`src/rtl/hazard_ctrl.sv`:
```
`default_nettype none
// ============================================================================
// Module   : hazard_ctrl
// Purpose  : ID-stage hazard control for a five-stage pipeline. Detects RAW
//            hazards between the instruction in ID and older instructions in
//            EX/MEM, and produces the PC/IF-ID stall, ID/EX bubble and IF/ID
//            flush controls. A load-use hazard holds the pipeline for
//            LOAD_STALL cycles. A taken branch always wins over a stall.
//            stall_count is a saturating count of stalled cycles.
// Ports    : CLK, clear_n      - clock, synchronous active-low reset
//            id_rs1/2, id_use_rs1/2              - ID source operands
//            ex_valid/is_load/reg_write, ex_rd   - EX stage producer
//            mem_valid/reg_write, mem_rd         - MEM stage producer
//            branch_taken                        - taken branch resolved in EX
//            pc_stall, ifid_stall, idex_bubble, ifid_flush - pipeline controls
//            stall_count                         - saturating stalled-cycle count
// Revision : 1.0 - initial release
// ============================================================================
module hazard_ctrl #(
   parameter int REG_AW     = 5,
   parameter int LOAD_STALL = 1,   // 1..7
   parameter bit FWD_EN     = 1'b1,
   parameter int CNT_W      = 16
) (
   input  logic              CLK,
   input  logic              clear_n,
   input  logic [REG_AW-1:0] id_rs1,
   input  logic [REG_AW-1:0] id_rs2,
   input  logic              id_use_rs1,
   input  logic              id_use_rs2,
   input  logic              ex_valid,
   input  logic              ex_is_load,
   input  logic              ex_reg_write,
   input  logic [REG_AW-1:0] ex_rd,
   input  logic              mem_valid,
   input  logic              mem_reg_write,
   input  logic [REG_AW-1:0] mem_rd,
   input  logic              branch_taken,
   output logic              pc_stall,
   output logic              ifid_stall,
   output logic              idex_bubble,
   output logic              ifid_flush,
   output logic [CNT_W-1:0]  stall_count
);

   typedef enum logic [0:0] {
      IDLE   = 1'b0,
      LSTALL = 1'b1
   } state_t;

   // The cycle that detects the load-use hazard is the first stall cycle,
   // so LSTALL only has to cover the remaining LOAD_STALL-1 cycles.
   localparam logic [2:0]       REM_INIT = 3'(LOAD_STALL - 1);
   localparam logic [CNT_W-1:0] CNT_MAX  = {CNT_W{1'b1}};

   state_t           state_q, state_d;
   logic [2:0]       rem_q, rem_d;
   logic [CNT_W-1:0] stall_count_q, stall_count_d;

   logic ex_match_rs1, ex_match_rs2, mem_match_rs1, mem_match_rs2;
   logic load_hz, raw_hz;

   // Register 0 is hard-wired to zero and can never carry a dependency.
   always_comb begin
      ex_match_rs1  = id_use_rs1 && (id_rs1 != '0) && (id_rs1 == ex_rd)
                      && ex_valid && ex_reg_write;
      ex_match_rs2  = id_use_rs2 && (id_rs2 != '0) && (id_rs2 == ex_rd)
                      && ex_valid && ex_reg_write;
      mem_match_rs1 = id_use_rs1 && (id_rs1 != '0) && (id_rs1 == mem_rd)
                      && mem_valid && mem_reg_write;
      mem_match_rs2 = id_use_rs2 && (id_rs2 != '0) && (id_rs2 == mem_rd)
                      && mem_valid && mem_reg_write;

      load_hz = ex_is_load && (ex_match_rs1 || ex_match_rs2);

      // Without forwarding every EX/MEM producer must be waited out.
      if (FWD_EN) begin
         raw_hz = load_hz;
      end else begin
         raw_hz = ex_match_rs1 || ex_match_rs2 || mem_match_rs1 || mem_match_rs2;
      end
   end

   always_comb begin
      state_d       = state_q;
      rem_d         = rem_q;
      pc_stall      = 1'b0;
      ifid_stall    = 1'b0;
      idex_bubble   = 1'b0;
      ifid_flush    = 1'b0;

      if (!clear_n) begin
         state_d = IDLE;
         rem_d   = '0;
      end else begin
         case (state_q)
            IDLE: begin
               if (branch_taken) begin
                  ifid_flush  = 1'b1;
                  idex_bubble = 1'b1;
               end else if (load_hz) begin
                  pc_stall    = 1'b1;
                  ifid_stall  = 1'b1;
                  idex_bubble = 1'b1;
                  if (LOAD_STALL > 1) begin
                     state_d = LSTALL;
                     rem_d   = REM_INIT;
                  end
               end else if (raw_hz) begin
                  // Non-load RAW without forwarding: one cycle at a time,
                  // re-evaluated every cycle.
                  pc_stall    = 1'b1;
                  ifid_stall  = 1'b1;
                  idex_bubble = 1'b1;
               end
            end
            LSTALL: begin
               if (branch_taken) begin
                  // The stalled ID instruction is on the wrong path: drop it.
                  ifid_flush  = 1'b1;
                  idex_bubble = 1'b1;
                  state_d     = IDLE;
                  rem_d       = '0;
               end else begin
                  pc_stall    = 1'b1;
                  ifid_stall  = 1'b1;
                  idex_bubble = 1'b1;
                  rem_d       = rem_q - 3'd1;
                  if (rem_q == 3'd1) begin
                     state_d = IDLE;
                  end
               end
            end
            default: begin
               state_d = IDLE;
               rem_d   = '0;
            end
         endcase
      end
   end

   always_comb begin
      stall_count_d = stall_count_q;
      if (pc_stall && (stall_count_q != CNT_MAX)) begin
         stall_count_d = stall_count_q + 1'b1;
      end
   end

   always_ff @(posedge CLK) begin
      if (!clear_n) begin
         state_q       <= IDLE;
         rem_q         <= '0;
         stall_count_q <= '0;
      end else begin
         state_q       <= state_d;
         rem_q         <= rem_d;
         stall_count_q <= stall_count_d;
      end
   end

   assign stall_count = stall_count_q;

endmodule
`default_nettype wire
```
`config.mk`:
```
export PLATFORM = sky130hd
export DESIGN_NAME = hazard_ctrl
export DESIGN_NICKNAME = d
export VERILOG_FILES = /design/src/rtl/hazard_ctrl.sv
export SDC_FILE = /design/constraint.sdc
export NUM_CORES = 1
export LEC_CHECK = 0
export CAP_MARGIN = 20
export CORE_UTILIZATION = 46
export DETAILED_ROUTE_END_ITERATION = 10
export PLACE_DENSITY = 0.95
export REMOVE_ABC_BUFFERS = 1
export SLEW_MARGIN = 20
export SYNTH_ARGS = -nofsm -noshare
export SYNTH_HDL_FRONTEND = slang
export SYNTH_SLANG_ARGS = --single-unit
```
`constraint.sdc`:
```
create_clock -name CLK -period 5 [get_ports CLK]
set_input_delay 0.5 -clock CLK [delete_from_list [all_inputs] [get_ports CLK]]
set_output_delay 0.5 -clock CLK [all_outputs]
set_load 0.005 [all_outputs]
```
==> After elaboration in Yosys (flattened, before gate mapping) <==
Cells that the tools add are included.
{ "op_classes": {"addsub": 2, "n_mul": 0, "div_mod_pow": 0, "order_cmp": 0, "n_eq_ne": 4, "shift": 0, "muxes": 12, "n_bitwise": 2, "reduce_logical": 14} }
{ "op_table": {"columns": ["cell", "count"], "rows": [
  ["16-bit by 1-bit adder with 16-bit output (second input constant)", 1],
  ["16-bit != test (second input constant)", 1],
  ["5-bit equality test", 2],
  ["1-bit logical AND", 10],
  ["5-bit nonzero test", 2],
  ["1-bit two-way mux", 9],
  ["1-bit case mux with 2 select lines", 2],
  ["3-bit by 1-bit equality test with 1-bit output (second input constant)", 1],
  ["3-bit two-way mux", 1],
  ["3-bit OR reduction", 1],
  ["3-bit by 1-bit subtractor with 3-bit output (second input constant)", 1],
  ["1-bit NOT", 2],
  ["1-bit logical OR", 1]
]} }
{ "totals": {"register_bits": 20, "latchBits": 0, "ram_bits": 0, "mem_bits_ro": 0, "out_inout_bits": 20, "mem_count": 0} }

==> Depth between registers and ports, before layout <==
{ "logic_depth": {"depth_word": 12, "ltp_mapped": 8, "mapped_depth_nobuf": 7} }

==> Worst setup path before layout <==
No wires, ideal clock.
{ "synth_timing": {"kind": "input -> output", "start": "input port ex_rd[0]", "end": "output port pc_stall", "arrival_ns": 1.794, "path_slack_ns": 2.706, "cell_stages": 7, "path_buffers": 2, "path_cell_list": "or4_1 -> a21oi_1 -> nor4_2 -> o21ai_2 -> buf_6 -> inv_4 -> buf_4"} }
{ "synth_via": {"elab_chain_cells": 10, "elab_cells_between_ends": 14, "cone_classes": "eq/ne: 2; mux: 4; reduce/logical: 8"} }
{ "synth_lines": {"columns": ["item", "line_no", "source"], "rows": [
  ["start, declared", "34", "input logic [REG_AW-1:0] ex_rd,"],
  ["5-bit equality test (on tied branches)", "65, 67", null],
  ["1-bit logical AND (on tied branches)", "65, 67", null],
  ["1-bit logical AND (on tied branches) (2 in a row)", "66, 68", null],
  ["1-bit logical OR *", null, null],
  ["1-bit logical AND *", "74", "load_hz = ex_is_load && (ex_match_rs1 || ex_match_rs2);"],
  ["1-bit two-way mux * (2 in a row)", null, null],
  ["1-bit case mux with 2 select lines *", null, null],
  ["1-bit two-way mux *", null, null],
  ["end, declared", "39", "output logic pc_stall,"]
]} }
Mark *: on every way between the ends. The rest lies on a longest branch, timed or not.

==> Worst setup path in the final report <==
{ "layout_timing": {"start": "input port ex_rd[0]", "end": "output port ifid_stall"} }
{ "layout_via": {"elab_chain_cells": 10, "elab_cells_between_ends": 14, "cone_classes": "eq/ne: 2; mux: 4; reduce/logical: 8"} }
{ "layout_lines": {"columns": ["item", "line_no", "source"], "rows": [
  ["5-bit equality test (on tied branches)", "65, 67", null],
  ["1-bit logical AND (on tied branches)", "65, 67", null],
  ["1-bit logical AND (on tied branches) (2 in a row)", "66, 68", null],
  ["1-bit logical OR *", null, null],
  ["1-bit logical AND *", "74", null],
  ["1-bit two-way mux *", "101", "end else if (load_hz) begin"],
  ["1-bit two-way mux *", "98", "if (branch_taken) begin"],
  ["1-bit case mux with 2 select lines *", "96", "case (state_q)"],
  ["1-bit two-way mux *", "92", "if (!clear_n) begin"],
  ["end, declared", "40", "output logic ifid_stall,"]
]} }
Marked as above.

==> summary.txt <==
Placement
  – Worst slack at placement: 1.39 ns
  – Port Buf Inserts: 42
  – Cell area after placement: 1640 µm²
  – Final weighted congestion in routability-driven placement: 0.795
  – HPWL reported at the end of detailed placement: 2310 µm

Clock tree
  – Max Buffers Root-to-Sink: 2
  – Clock insertion delay at the later pin of the skew report: 0.31 ns
  – Clock-pin transition on the worst setup and hold timing paths: 0.11 ns
  – Number of levels in the clock H-tree: 1
  – CTS sink cnt: 20
  – Clock tree from TritonCTS: yes
  – CTS Root Cell: sky130_fd_sc_hd__clkbuf_4
  – Post-CTS Setup Inserts: 0
  – Number of gates given a new drive strength after cts: 0
  – Number of buffers inserted during clock tree synthesis: 3
  – Post-cts hold buffer count: 0

Job
  – Maximum capacitance violations: 0

Detailed routing
  – Number of vias in the routed layout: about 1.3k
  – Via count normalized by instance count: 5.99
  – Avg WL per Cell: 13.4 µm
  – Routed Wire Length: slightly below 3000 µm
  – DRC violation count after routing: 0
  – Number of nets with antenna violations after detailed routing: 0
  – Length of the first detailed-routing pass in iterations: 4
  – Drt first-iter violations: 29

STA
  – Tmin final: 3.63 ns
  – Final hold viol count: 0
  – Max Fclk: 275 MHz
  – Sum of negative setup slack: 0 ns
  – Setup violation total in the final timing report: 0
  – Worst clock skew on the final layout: roughly 0.0040 ns
  – Final clock period utilization by the worst path: 72.7%
  – Max-slew violations: 0
  – Minimum setup slack in the final design: around 1.4 ns
  – Pin slew with the least headroom to its limit: 0.944 ns
  – Worst slew margin: 37.0%
  – RSZ-0062 raised after global routing: no

Status
  – Status: completed

Global routing
  – Number of antenna violations at the first check in global routing: 0
  – First-pass GRT wire length: just under 5000 µm
  – Total GRT Usage: 23.3%
  – Global-route congestion overflow total: 0
  – Vias in the first global route: 1189
  – Maximum number of pins on one net before global-route repair: 26

Floorplan
  – Std-Cell Core Area: 2500 µm²
  – Die span in y: roughly 54 µm
  – Die W: ~54 µm
  – Starting utilization of the core area: between 40% and 50%
  – I/O pin total: 50
  – Total die area: 2860 µm²
  – Floorplan row count: 18

Critical path
  – Worst endpoint data arrival time: 3.13 ns
  – Worst setup slack for register-to-register paths: 3.05 ns
  – Critical path required time: around 4.5 ns
  – Biggest fanout along the worst timing path: 25
  – Buffers plus inverters on the worst setup path: 3
  – Slowest-stage cell, CP: sky130_fd_sc_hd__o21ai_2
  – Cell family with the largest share of critical-path delay: buffers and inverters
  – Cell-by-cell listing of the critical path: clkdlybuf4s50_1 > or4_1 > a21oi_1 > nor4_2 > o21ai_2 > inv_4 > clkdlybuf4s50_1
  – Most common cell type on the critical path: sky130_fd_sc_hd__clkdlybuf4s50_1
  – Kind of critical path: in -> out
  – Kind of start point of the critical path: input port
  – Sort of element at the end of the critical path: output port
  – Critical path's largest stage delay: 0.73 ns

Final layout
  – Post-route design area: around 1700 µm²
  – Share of layout cells above drive strength 1: 5.35%
  – Number of antenna cells inserted: 0
  – End-of-flow core utilization: 67.1%
  – Layout net count: between 200 and 250
  – Synth-to-layout area growth: 37.3%

Logic synthesis
  – Ys flop type: sky130_fd_sc_hd__dfxtp_1
  – Post-synth top area share: 32.8%
  – Sequential fraction of the synthesis area: 32.8%
  – Most common cell in the synthesized netlist: sky130_fd_sc_hd__dfxtp_1
  – Netlist area before placement: 1220 µm²
  – Top area cells in the synthesized netlist: sky130_fd_sc_hd__dfxtp_1 33%, sky130_fd_sc_hd__a21oi_1 5.3%, sky130_fd_sc_hd__nand3_1 4.9%
  – Async S/R FF share, synth: 0%
  – Cell type with the highest aggregate area in the netlist: sky130_fd_sc_hd__dfxtp_1
  – Mean instance size in the synthesized netlist: 8.31 µm²
  – Synth top cells by count: 20 x sky130_fd_sc_hd__dfxtp_1, 13 x sky130_fd_sc_hd__a21oi_1, 12 x sky130_fd_sc_hd__nand3_1, 10 x sky130_fd_sc_hd__nand2_1
  – Number of enable-type register cells in the synthesized netlist: 0
  – Flip-flop and latch count after synthesis: 20
  – Cells after synthesis: 147
  – Distinct cells, synth: 42
  – Warnings, synthesis: 0

Power and ir drop
  – Leakage power of the design: roughly 0.54 nW
  – Peak ir drop on the vdd network: 128 µV
  – Power per cell area: 174 nW/µm²
  – Final total power: 0.292 mW

Min path
  – Hold WC Path Type: reg -> reg
## final cells by class
type	count	area [µm²]
well taps	30	37.5
repair buffers	43	428
flip-flops and latches	20	400
fillers	202	823
multi-input cells	113	746
clock buffers	4	36.3
inverters	7	28.8
## final timing paths
path | startpoint | end | cells after the start
worst max-delay path | ex_rd[0] | ifid_stall | 7
worst min-delay path | stall_count[10] | stall_count[10] | 2
worst max register to register | stall_count[7] | stall_count[3] | 6
worst min register to register | stall_count[10] | stall_count[10] | 2
## where the power goes
part           internal (mW)  leakage (nW)  total [mW]  switching (mW)
combinational         0.0228         0.361      0.0370          0.0142
clock                 0.0445        0.0210      0.0956          0.0511
sequential             0.159         0.161       0.159       0.0000530
## tightest hold or removal path, stage by stage (launching register included)
cell and delay (ns):
sky130_fd_sc_hd__dfxtp_1 0.35, sky130_fd_sc_hd__o31ai_1 0.07, sky130_fd_sc_hd__a21oi_1 0.05
## registers in the layout, summed over array words and instances (netlist names)
| name | flops |
|---|---|
| rem_q | 3 |
| stall_count | 16 |
| state_q | 1 |
## per-layer routing
| layer | part of all wire (%) | vias up | track usage, % |
|---|---|---|---|
| met4 | 0.93 | 0 | 7.89 |
| met5 | 0 | - | 0 |
| met2 | 53 | 57 | 45.0 |
| met1 | 40 | 605 | 24.5 |
| met3 | 6.6 | 4 | 4.89 |
| li1 | - | 634 | - |
## cells in the final DEF, fill, tap and decap left out, types with 3 or more instances in the layout
master / n
sky130_fd_sc_hd__clkdlybuf4s50_1: 42
sky130_fd_sc_hd__dfxtp_1: 20
sky130_fd_sc_hd__a21oi_1: 13
sky130_fd_sc_hd__nand3_1: 12
sky130_fd_sc_hd__nand2_1: 10
sky130_fd_sc_hd__nor2_1: 8
sky130_fd_sc_hd__or4_1: 8
sky130_fd_sc_hd__o31ai_1: 8
sky130_fd_sc_hd__inv_1: 6
sky130_fd_sc_hd__xnor2_1: 5
sky130_fd_sc_hd__nand2b_1: 4
sky130_fd_sc_hd__nor4_1: 3
sky130_fd_sc_hd__and3_1: 3
sky130_fd_sc_hd__xor2_1: 3
sky130_fd_sc_hd__and4_1: 3
sky130_fd_sc_hd__mux2i_1: 3
sky130_fd_sc_hd__ha_1: 3
sky130_fd_sc_hd__clkbuf_4: 3
## kinds of logic after synthesis
group	after synthesis	share of synthesized area [%]
AOI/OAI and AO/OA	34	18.3
xor gates and xnor gates	8	5.74
adders and majority gates	3	3.07
buffers and inverters	14	6.15
DFF	20	32.8
muxes	4	3.38
and+or+nand+nor	64	30.5
## stage by stage
stage / cells / hold WS (ns)
after detailed placement: 213 / 0.491
after global placement: 213 / 0.469
after CTS: 217 / 0.507
final: 217 / 0.505
after global routing: 217 / 0.538
after floorplan: 140 / 0.471
No activity file was read; power rests on OpenSTA's default activity.
